[src/rtl/sad_min_tracker.sv]
// sad_min_tracker: tracks the minimum SAD and its index over a search; optional SAD_TIE_LATEST_EN makes the latest equal candidate win
module sad_min_tracker #(
  parameter int VALUE_W = 14,
  parameter int INDEX_W = 16
) (
  input  logic               clk,
  input  logic               rst,
  input  logic               inValid,
  input  logic [VALUE_W-1:0] inValue,
  input  logic [INDEX_W-1:0] inIndex,
  input  logic               inTriggerBoss,
  output logic               inReady,
  output logic               outValid,
  input  logic               outReady,
  output logic [VALUE_W-1:0] bestValue,
  output logic [INDEX_W-1:0] bestIndex,
  output logic [15:0]        candCount,
  output logic               dropErr
);
  typedef enum logic [1:0] {IDLE, ACCUM, HOLD} state_t;
  state_t             state_q, state_d;
  logic [VALUE_W-1:0] best_value_q, best_value_d;
  logic [INDEX_W-1:0] best_index_q, best_index_d;
  logic [15:0]        cand_count_q, cand_count_d;
  logic               drop_err_q, drop_err_d;
  logic               accept, better;
  assign inReady   = state_q != HOLD;
  assign outValid  = state_q == HOLD;
  assign accept    = inValid && inReady;
  assign bestValue = best_value_q;
  assign bestIndex = best_index_q;
  assign candCount = cand_count_q;
  assign dropErr   = drop_err_q;
`ifdef SAD_TIE_LATEST_EN
  assign better = inValue <= best_value_q;
`else
  assign better = inValue < best_value_q;
`endif
  // next state: first accept loads, later accepts compare, trigger closes the search, handshake frees the result
  always_comb begin
    state_d      = state_q;
    best_value_d = best_value_q;
    best_index_d = best_index_q;
    cand_count_d = cand_count_q;
    drop_err_d   = drop_err_q || (inValid && !inReady);
    if (accept) begin
      if (state_q == IDLE || better) begin
        best_value_d = inValue;
        best_index_d = inIndex;
      end
      cand_count_d = state_q == IDLE ? 16'd1 :
                     cand_count_q == 16'hFFFF ? cand_count_q : cand_count_q + 16'd1;
      state_d      = inTriggerBoss ? HOLD : ACCUM;
    end else if (state_q == HOLD && outReady) begin
      state_d = IDLE;
    end
  end
  // state register with synchronous reset discarding any open or held search
  always_ff @(posedge clk) begin
    if (rst) begin
      state_q      <= IDLE;
      best_value_q <= '0;
      best_index_q <= '0;
      cand_count_q <= '0;
      drop_err_q   <= 1'b0;
    end else begin
      state_q      <= state_d;
      best_value_q <= best_value_d;
      best_index_q <= best_index_d;
      cand_count_q <= cand_count_d;
      drop_err_q   <= drop_err_d;
    end
  end
endmodule

[config.mk]
export PLATFORM = sky130hd
export DESIGN_NAME = sad_min_tracker
export DESIGN_NICKNAME = d
export VERILOG_FILES = /design/src/rtl/sad_min_tracker.sv
export SDC_FILE = /design/constraint.sdc
export NUM_CORES = 1
export LEC_CHECK = 0
export ABC_AREA = 1
export ABC_CLOCK_PERIOD_IN_PS = 1800
export CORE_ASPECT_RATIO = 0.7
export CORE_MARGIN = 2
export CORE_UTILIZATION = 47
export CTS_CLUSTER_SIZE = 14
export DETAILED_ROUTE_END_ITERATION = 12
export PLACE_DENSITY = 0.77
export SLEW_MARGIN = 0
export SYNTH_ARGS = -nofsm -noshare
export SYNTH_HDL_FRONTEND = slang
export SYNTH_SLANG_ARGS = --single-unit
[constraint.sdc]
create_clock -name clk -period 1.8 [get_ports clk]
set_clock_uncertainty 0.1 [all_clocks]
set_input_delay 0.18 -clock clk [delete_from_list [all_inputs] [get_ports clk]]
set_output_delay 0.18 -clock clk [all_outputs]
set_load 0.03 [all_outputs]
=== After elaboration in Yosys (flattened, before gate mapping) ===
Index checks and enable logic that the tools add are counted.

* Flip-flop bits (word level): 49

* $add $sub $neg: 1
* $lt $le $gt $ge: 1
* Equal/unequal tests: 4
* Multiplexer cells: 5
* Reduce and logical (&&, ||, !) cells: 10

{| class="wikitable"
|+ Operator list
! operator !! number
|-
| two-way mux 16 bit || 2
|-
| adder 16 x 1 -> 16 bit (second input constant) || 1
|-
| == test 16 bit (second input constant) || 1
|-
| < comparator 14 bit || 1
|-
| two-way mux 2 bit || 3
|-
| inequality test 2 bit (second input constant) || 2
|-
| AND reduction 2 bit || 2
|-
| logical AND 1 bit || 3
|-
| == test 2 bit (second input constant) || 1
|-
| zero test 2 bit || 1
|-
| logical OR 1 bit || 2
|-
| nonzero test 2 bit || 1
|-
| zero test 1 bit || 1
|}

=== Depth between registers and ports, before layout ===
Gate-level depths: netlist of the first run.

* Depth in word-level cells: 4
* Depth in mapped cells: 13

=== Worst setup path after synthesis of the first run ===
No wires, ideal clock.

* Path kind: reg-to-reg
* From: reg best_value_q[5] (netlist: bestValue[5])
* To: reg best_value_q[0] (netlist: bestValue[0])
* Library setup time: 116 ps
* Arrival time: 1,694 ps
* Data required time: 1,584 ps
* Path slack: -110 ps
* Cell stages (with the launch flop): 14
* Clock period less this slack: 1,910 ps
* Cell sequence: dfxtp_1 -> inv_1 -> ha_1 -> nand2_1 -> inv_1 -> a21oi_1 -> nand2_1 -> nand2_1 -> nand2_1 -> nand2_1 -> buf_2 -> nand3_1 -> nand2_1 -> nor2_1

* Longest elaborated chain between the ends: 3

{| class="wikitable"
|+ Ends and longest elaborated chain
! what !! RTL line !! source
|-
| from (decl) || 22 || <nowiki>logic [VALUE_W-1:0] best_value_q, best_value_d;</nowiki>
|-
| from (signal assigned) || 68 || <nowiki>best_value_q <= best_value_d;</nowiki>
|-
| < comparator 14 bit || 37 || <nowiki>assign better = inValue < best_value_q;</nowiki>
|-
| logical OR 1 bit || 47 || <nowiki>if (state_q == IDLE || better) begin</nowiki>
|-
| AND reduction 2 bit (no source line) || -- ||
|}

Every way passes these cells.
A chain may end at the register's enable or synchronous reset.

=== Worst setup path in the final report of the first run ===
* From: reg best_value_q[4] (netlist: bestValue[4])
* To: reg best_value_q[4] (netlist: bestValue[4])

The elaborated chain is that of the path after synthesis.

==> results of run 1 <==
[final timing paths]
check                                    end  slack [ns]  cells past startpoint
worst min register to register       dropErr        0.36                      2
worst min-delay path                 dropErr        0.36                      2
worst max-delay path            bestValue[4]       -0.12                     13
worst max register to register  bestValue[4]       -0.12                     13
[synth_stat cells]
| cell type | instances |
|---|---|
| inv_4 | 1 |
| o21bai_1 | 1 |
| dfxtp_1 | 49 |
| nand3b_1 | 2 |
| buf_2 | 6 |
| inv_1 | 72 |
| buf_1 | 1 |
| a21oi_2 | 2 |
| nor2_4 | 1 |
| nor2_1 | 57 |
| nor3_1 | 2 |
| nand3_1 | 43 |
| o21ai_1 | 3 |
| nand4_1 | 6 |
| nand2_1 | 95 |
| xnor2_1 | 2 |
| nand2_4 | 1 |
| inv_2 | 4 |
| nand2_2 | 4 |
| a21oi_1 | 48 |
| o21ai_0 | 2 |
| buf_6 | 2 |
| nor2_2 | 2 |
| clkbuf_1 | 9 |
| ha_1 | 14 |
[power by group through the flow]
stage | Clock [W] | Sequential, W | Combinational [W]
after floorplan | 0 | 0.00138 | 0.000342
after detailed placement | 0 | 0.00124 | 0.000814
final | 0.000642 | 0.00122 | 0.00101
after global routing | 0.000684 | 0.00123 | 0.00109
after CTS | 0.000648 | 0.00121 | 0.000814
after global placement | 0 | 0.00124 | 0.000797
[worst max-delay path, delay by kind of cell, from the launching register on]
kind                       cells  cell delay, ns
DFF                            1            0.34
adders and majority gates      1            0.28
and+or+nand+nor                8            0.70
AOI/OAI and AO/OA              1            0.13
buffers and inverters          3            0.27
[cell type report]
type	count	area share (%)
clock buffers	8	1.85
inverters	77	6.81
multi-input cells	287	38.4
flip-flops and latches	49	23.4
well taps	75	2.17
repair buffers	116	27.4
[per-layer routing]
metal / vias to the layer above / wire [um] / GRT usage [%]
li1: 1557 / - / -
met1: 1452 / 3850 / 30.2
met2: 113 / 4040 / 35.7
met3: 5 / 612 / 4.19
met4: 0 / 43 / 4.64
met5: - / 0 / 0
[per-stage QoR]
step	cells	setup TNS [ns]	hold slack, ns	setup WS [ns]	cell area, um2
global placement	590	-8.64	0.339	-0.310	3790
finish	612	-2.40	0.363	-0.121	4320
floorplan	429	0	0.225	0.00390	2770
detailed placement	590	-9.62	0.352	-0.354	3790
global route	612	-5.46	0.375	-0.228	4320
CTS	598	-0.801	0.367	-0.0555	3870
[timing repair]
item	CTS	global route
gates cloned	0	9
setup buffers	0	5
resized for setup	2	59
pin swaps	0	19
endpoints found under the setup margin	26	45
[flip-flops by register name, summed over array words and instances, names as in the netlist]
name	cells
candCount	16
state_q	2
dropErr	1
bestValue	14
bestIndex	16
[logic make-up after synthesis]
logic type	synth area share, %
buffers and inverters	13.9
flip-flops	35.6
AND/OR/NAND/NOR	33.0
AO/OA/AOI/OAI	10.5
adder cells (fa/ha/maj)	6.36
XOR/XNOR	0.636
==> key figures, run 1 <==
Status
  – Failing checks: negative setup slack
  – Status: finished with violations

Floorplanning
  – I/O pins: 84
  – Die height: 68.0 um
  – Total core area: 5700 um2
  – # rows: 23
  – DIE AREA: 6500 um2
  – Starting Density: 48.3%
  – Die W: 95.5 um

Placed design
  – GPL Wtd Cong: 0.868
  – PortBufs: 83
  – Detail Placement HPWL: 5440 um

Power
  – Sequential power share: 42.6%
  – Psw: 0.000976 W
  – Static leakage: 1.89 nW
  – Sw frac: 34.0%
  – Pwr Total: 0.00287 W
  – Max IR drop VDD: 0.505 mV
  – Pint: 0.00189 W
  – Logic pwr share: 35.1%
  – Power share of the clock group: 22.4%
  – PwrDens: 665 nW/um2

Timing
  – Post-route setup slack: -0.121 ns
  – Endpoints failing setup: 30
  – Post-route clock period utilization: 107%
  – Final Max Slew Viols: 0
  – RSZ-0062 raised after global routing: true
  – Worst-margin pin slew: 0.392 ns
  – Worst relative slew slack: 73.7%
  – Fmax: 521 MHz
  – Tmin final: 1.92 ns
  – Number of hold violations in the final report: 0

Route
  – Pre-antenna DRT Iters: 5
  – Iter 0 DRT Violations: 302
  – # DRC: 0
  – Routed vias: 3,127
  – Drt wl/cell: 14.0 um
  – Final ANT Viol Nets: 0
  – WL final: 8550 um
  – Via density per instance: 5.11

Setup path
  – Crit path launch: bestValue[4]
  – Crit. End Element: flip-flop
  – Worst Path Arrival: 2.02 ns
  – CP Launch Type: flip-flop
  – R2R Path Start: bestValue[4]
  – CP peak stage delay: 0.34 ns
  – Slowest CP cell: dfxtp_2
  – Crit-path max FO: 6
  – CP required: 1.90 ns
  – CP cell instances: inv_1 -> ha_1 -> nand2_1 -> inv_1 -> a21oi_2 -> nand2_1 -> nand2_2 -> nand2_4 -> nand2_8 -> clkbuf_16 -> nand3_1 -> nand2_1 -> nor2_1
  – Most used cell, CP: nand2_1
  – Crit Path Class: reg -> reg

Yosys
  – Sequential share of the synthesized area: 35.6%
  – Area share of the largest cell type after synthesis: 35.6%
  – Gate Count Post-Synth: 429
  – Netlist cell types: 25
  – Yosys top cell by area: dfxtp_1
  – #FFs+latches synth: 49
  – Syn avg cell area: 6.42 um2
  – Ys Warns: 0
  – Leading post-synthesis cells by cell area: dfxtp_1, nand2_1, inv_1
  – Synth Cell Area: 2750 um2
  – Post-synth net total: 478

Worst hold path
  – Startpoint of the worst hold path: dropErr
  – Worst Hold Class: reg -> reg

CTS
  – CTS HTree Levels: 2
  – CTS tree: done
  – CTS Hold Buffers Added: 0
  – CTS Sinks: 49
  – Max Root-Sink Buffers: 2
  – Worst-path clk slew: 0.09 ns
  – Clk root buf: clkbuf_8
  – Clk Latency, worst-skew pair: 0.30 ns
  – Inserted Clock Buffers: 5

Global route
  – Initial antenna violation count: 0
  – Total grt overflow: 0
  – Vias in the first global route: 2,489
  – First-pass GRT wire length: 11,100 um
  – GRT Total Usage: 21.8%
  – Largest net degree at the start of global routing: 50

Finish
  – Sequential Area: 1010 um2
  – Most common cell after layout, fill and taps aside: nand2_1
  – Multi-input logic area: 1660 um2
  – Fin util: 75.8%
  – Net count, final: 585
  – Share of cells above drive strength 1: 20.1%
  – Fill cells: 435
  – Area growth syn-to-layout: 56.8%
  – N_diodes: 0
  – Most frequent cells in the layout: nand2_1, clkdlybuf4s50_1, inv_1

Flow run
  – Max-Cap Viols: 0
No activity file was read; power rests on OpenSTA's default activity.
==> inputs of run 2 (changes only) <==
Settings changed: ABC_CLOCK_PERIOD_IN_PS 1800 to default, CORE_ASPECT_RATIO 0.7 to 0.8.
==> run 2 against run 1 <==
Against the previous run:
- the flow still finishes with violations (negative setup slack)
- wire length rose by 13%
- global-route usage rose by 4.4 points
- sequential power barely moved
- die area barely moved
- register-to-register slack got worse by 0.19 ns
- worst setup slack got worse by 0.19 ns
- cell area rose by 5.9%
- power rose by 6.4%
- critical path depth rose by 1
- maximum frequency fell by 9.1%
- non-clock buffer count rose by 13
- combinational power rose by 14%
- critical endpoint is now bestValue[13]
- largest cell class unchanged
==> key figures, run 2 (synthesized netlist as in run 1, its figures left out) <==
Status
  – Status: finished with violations
  – Failing checks: negative setup slack

Timing
  – Final Max Slew Viols: 0 (unchanged)
  – Endpoints failing setup: 30 (unchanged)
  – Fmax: 473 MHz (-9.1%)
  – Post-route setup slack: -0.313 ns (-0.192 ns)
  – Worst-margin pin slew: 0.361 ns (-0.0318 ns)
  – Post-route clock period utilization: 117% (+11 points)
  – Number of hold violations in the final report: 0 (unchanged)
  – Setup_tns: -6.31 ns (-3.91 ns)
  – RSZ-0062 raised after global routing: true
  – Worst relative slew slack: 76.0% (+2.3 points)
  – Tmin final: 2.11 ns (+0.192 ns)

CTS
  – Inserted Clock Buffers: 5 (unchanged)
  – CTS Hold Buffers Added: 0 (unchanged)
  – Clk Latency, worst-skew pair: 0.31 ns (about the same)
  – Max Root-Sink Buffers: 2 (unchanged)
  – Clk root buf: clkbuf_8
  – CTS tree: done
  – CTS Sinks: 49 (unchanged)
  – Worst-path clk slew: 0.09 ns (about the same)
  – CTS HTree Levels: 2 (unchanged)

Setup path
  – CP peak stage delay: 0.55 ns (+0.21 ns)
  – Crit. End Element: flip-flop
  – Crit Path Class: in -> reg
  – Most used cell, CP: nand2_1
  – Setup crit end: bestValue[13]
  – CP cell instances: clkdlybuf4s50_1 -> ha_4 -> nand2_2 -> inv_1 -> nand2_1 -> nand2_1 -> a21oi_2 -> nand2_2 -> nand2_4 -> buf_6 -> clkbuf_16 -> nand3_1 -> nand2_1 -> nor2_1
  – CP bufs+invs: 4 (+1)
  – CP Launch Type: input pin
  – Reg-to-reg endpoint: bestValue[13]
  – R2R depth: 14 (+1)
  – CP required: 1.90 ns (about the same)
  – Crit-path max FO: 6 (unchanged)
  – Register-to-register setup slack: -0.31 ns (-0.19 ns)
  – Worst Path Arrival: 2.21 ns (+0.19 ns)
  – Top cell family by delay on the critical path: buffers and inverters
  – R2R Path Start: bestValue[12]
  – Slowest CP cell: clkdlybuf4s50_1
  – Stages on the worst setup path: 14 (+1)
  – Crit path launch: inValue[13]

Route
  – Via density per instance: 5.21 (+2.0%)
  – Drt wl/cell: 15.5 um (+11%)
  – Pre-antenna DRT Iters: 5 (unchanged)
  – WL final: 9700 um (+13%)
  – Iter 0 DRT Violations: 304 (+0.66%)
  – Routed vias: 3,263 (+4.3%)
  – Final ANT Viol Nets: 0 (unchanged)
  – # DRC: 0 (unchanged)

Global route
  – Largest net degree at the start of global routing: 50 (unchanged)
  – First-pass GRT wire length: 13,400 um (+20%)
  – Vias in the first global route: 2,888 (+16%)
  – Initial antenna violation count: 0 (unchanged)
  – Total grt overflow: 0 (unchanged)
  – GRT Total Usage: 26.2% (+4.4 points)

Placed design
  – Place WS: -0.323 ns (+0.0306 ns)
  – Detail Placement HPWL: 5190 um (-4.6%)
  – GPL Wtd Cong: 0.912 (+5.0%)
  – PortBufs: 83 (unchanged)

Finish
  – Share of cells above drive strength 1: 26.1% (+6.0 points)
  – Area growth syn-to-layout: 66.1%
  – Fin util: 82.3% (+6.6 points)
  – Most common cell after layout, fill and taps aside: nand2_1
  – Fill cells: 343 (-21%)
  – Most frequent cells in the layout: nand2_1, clkdlybuf4s50_1, inv_1
  – N_diodes: 0 (unchanged)
  – Net count, final: 596 (+1.9%)

Floorplanning
  – DIE AREA: 6490 um2 (about the same)
  – Starting Density: 49.6% (+1.2 points)
  – Die W: 89.6 um (-6.2%)
  – Die height: 72.5 um (+6.5%)
  – # rows: 24 (+4.3%)
  – I/O pins: 84 (unchanged)
  – Total core area: 5560 um2 (-2.5%)

Power
  – Pwr Total: 0.00305 W (+6.4%)
  – Max IR drop VDD: 0.373 mV (-26%)
  – PwrDens: 668 nW/um2 (+0.41%)
  – Static leakage: 2.07 nW (+9.4%)

Worst hold path
  – Worst Hold Class: in -> reg

Flow run
  – Max-Cap Viols: 0 (unchanged)
## run 2: worst min path at each step
stage / depth (start not counted) / end / slack (ns) / from
floorplan: 2 / dropErr / 0.22 / inValid
global placement: 2 / dropErr / 0.34 / dropErr
detailed placement: 2 / dropErr / 0.35 / dropErr
CTS: 5 / bestValue[4] / 0.28 / inValue[4]
global route: 5 / bestValue[12] / 0.26 / inValue[12]
finish: 5 / bestValue[12] / 0.22 / inValue[12]
## run 2: per-stage QoR
| stage | cells | area (um2) | hold WS [ns] |
|---|---|---|---|
| floorplan | 429 | 2770 | 0.225 |
| detailed placement | 591 | 3780 | 0.345 |
| global placement | 591 | 3780 | 0.343 |
| global route | 626 | 4570 | 0.255 |
| CTS | 615 | 4310 | 0.278 |
| finish | 626 | 4570 | 0.218 |
## run 2: final cells by class
cell class                      count  area [um2]  area share [%]
Timing Repair Buffer              129        1380            30.2
Sequential cell                    49        1010            22.0
Multi-Input combinational cell    285        1710            37.3
Inverter                           77         292            6.37
Tap cell                           78        97.6            2.13
Clock buffer                        8        90.1            1.97
## run 2: report_power, final
group          switching (W)  internal [W]  leakage [nW]
combinational       0.000611      0.000534          1.62
clock               0.000369      0.000314        0.0455
sequential         0.0000601       0.00116         0.408
## run 2: timing repair
item / in CTS / in global routing
setup endpoints to repair: 32 / 46
pin swaps: 6 / 25
cloned: 6 / 2
setup buffers: 11 / 9
gates resized for setup: 60 / 31
## run 2: worst register-to-register path, delay by kind of cell (launching register included)
| kind | cells | cell delay, ns |
|---|---|---|
| flip-flops | 1 | 0.33 |
| buffers and inverters | 4 | 0.40 |
| AO/OA/AOI/OAI | 1 | 0.13 |
| adder cells (fa/ha/maj) | 1 | 0.29 |
| AND/OR/NAND/NOR | 8 | 0.74 |
## run 2: per-layer routing
metal | global-route usage (%) | up-vias | wire, um
met5 | 0 | - | 0
met4 | 6.63 | 0 | 144
met3 | 3.75 | 13 | 670
met2 | 41.1 | 131 | 4740
met1 | 37.8 | 1544 | 4140
li1 | - | 1575 | -
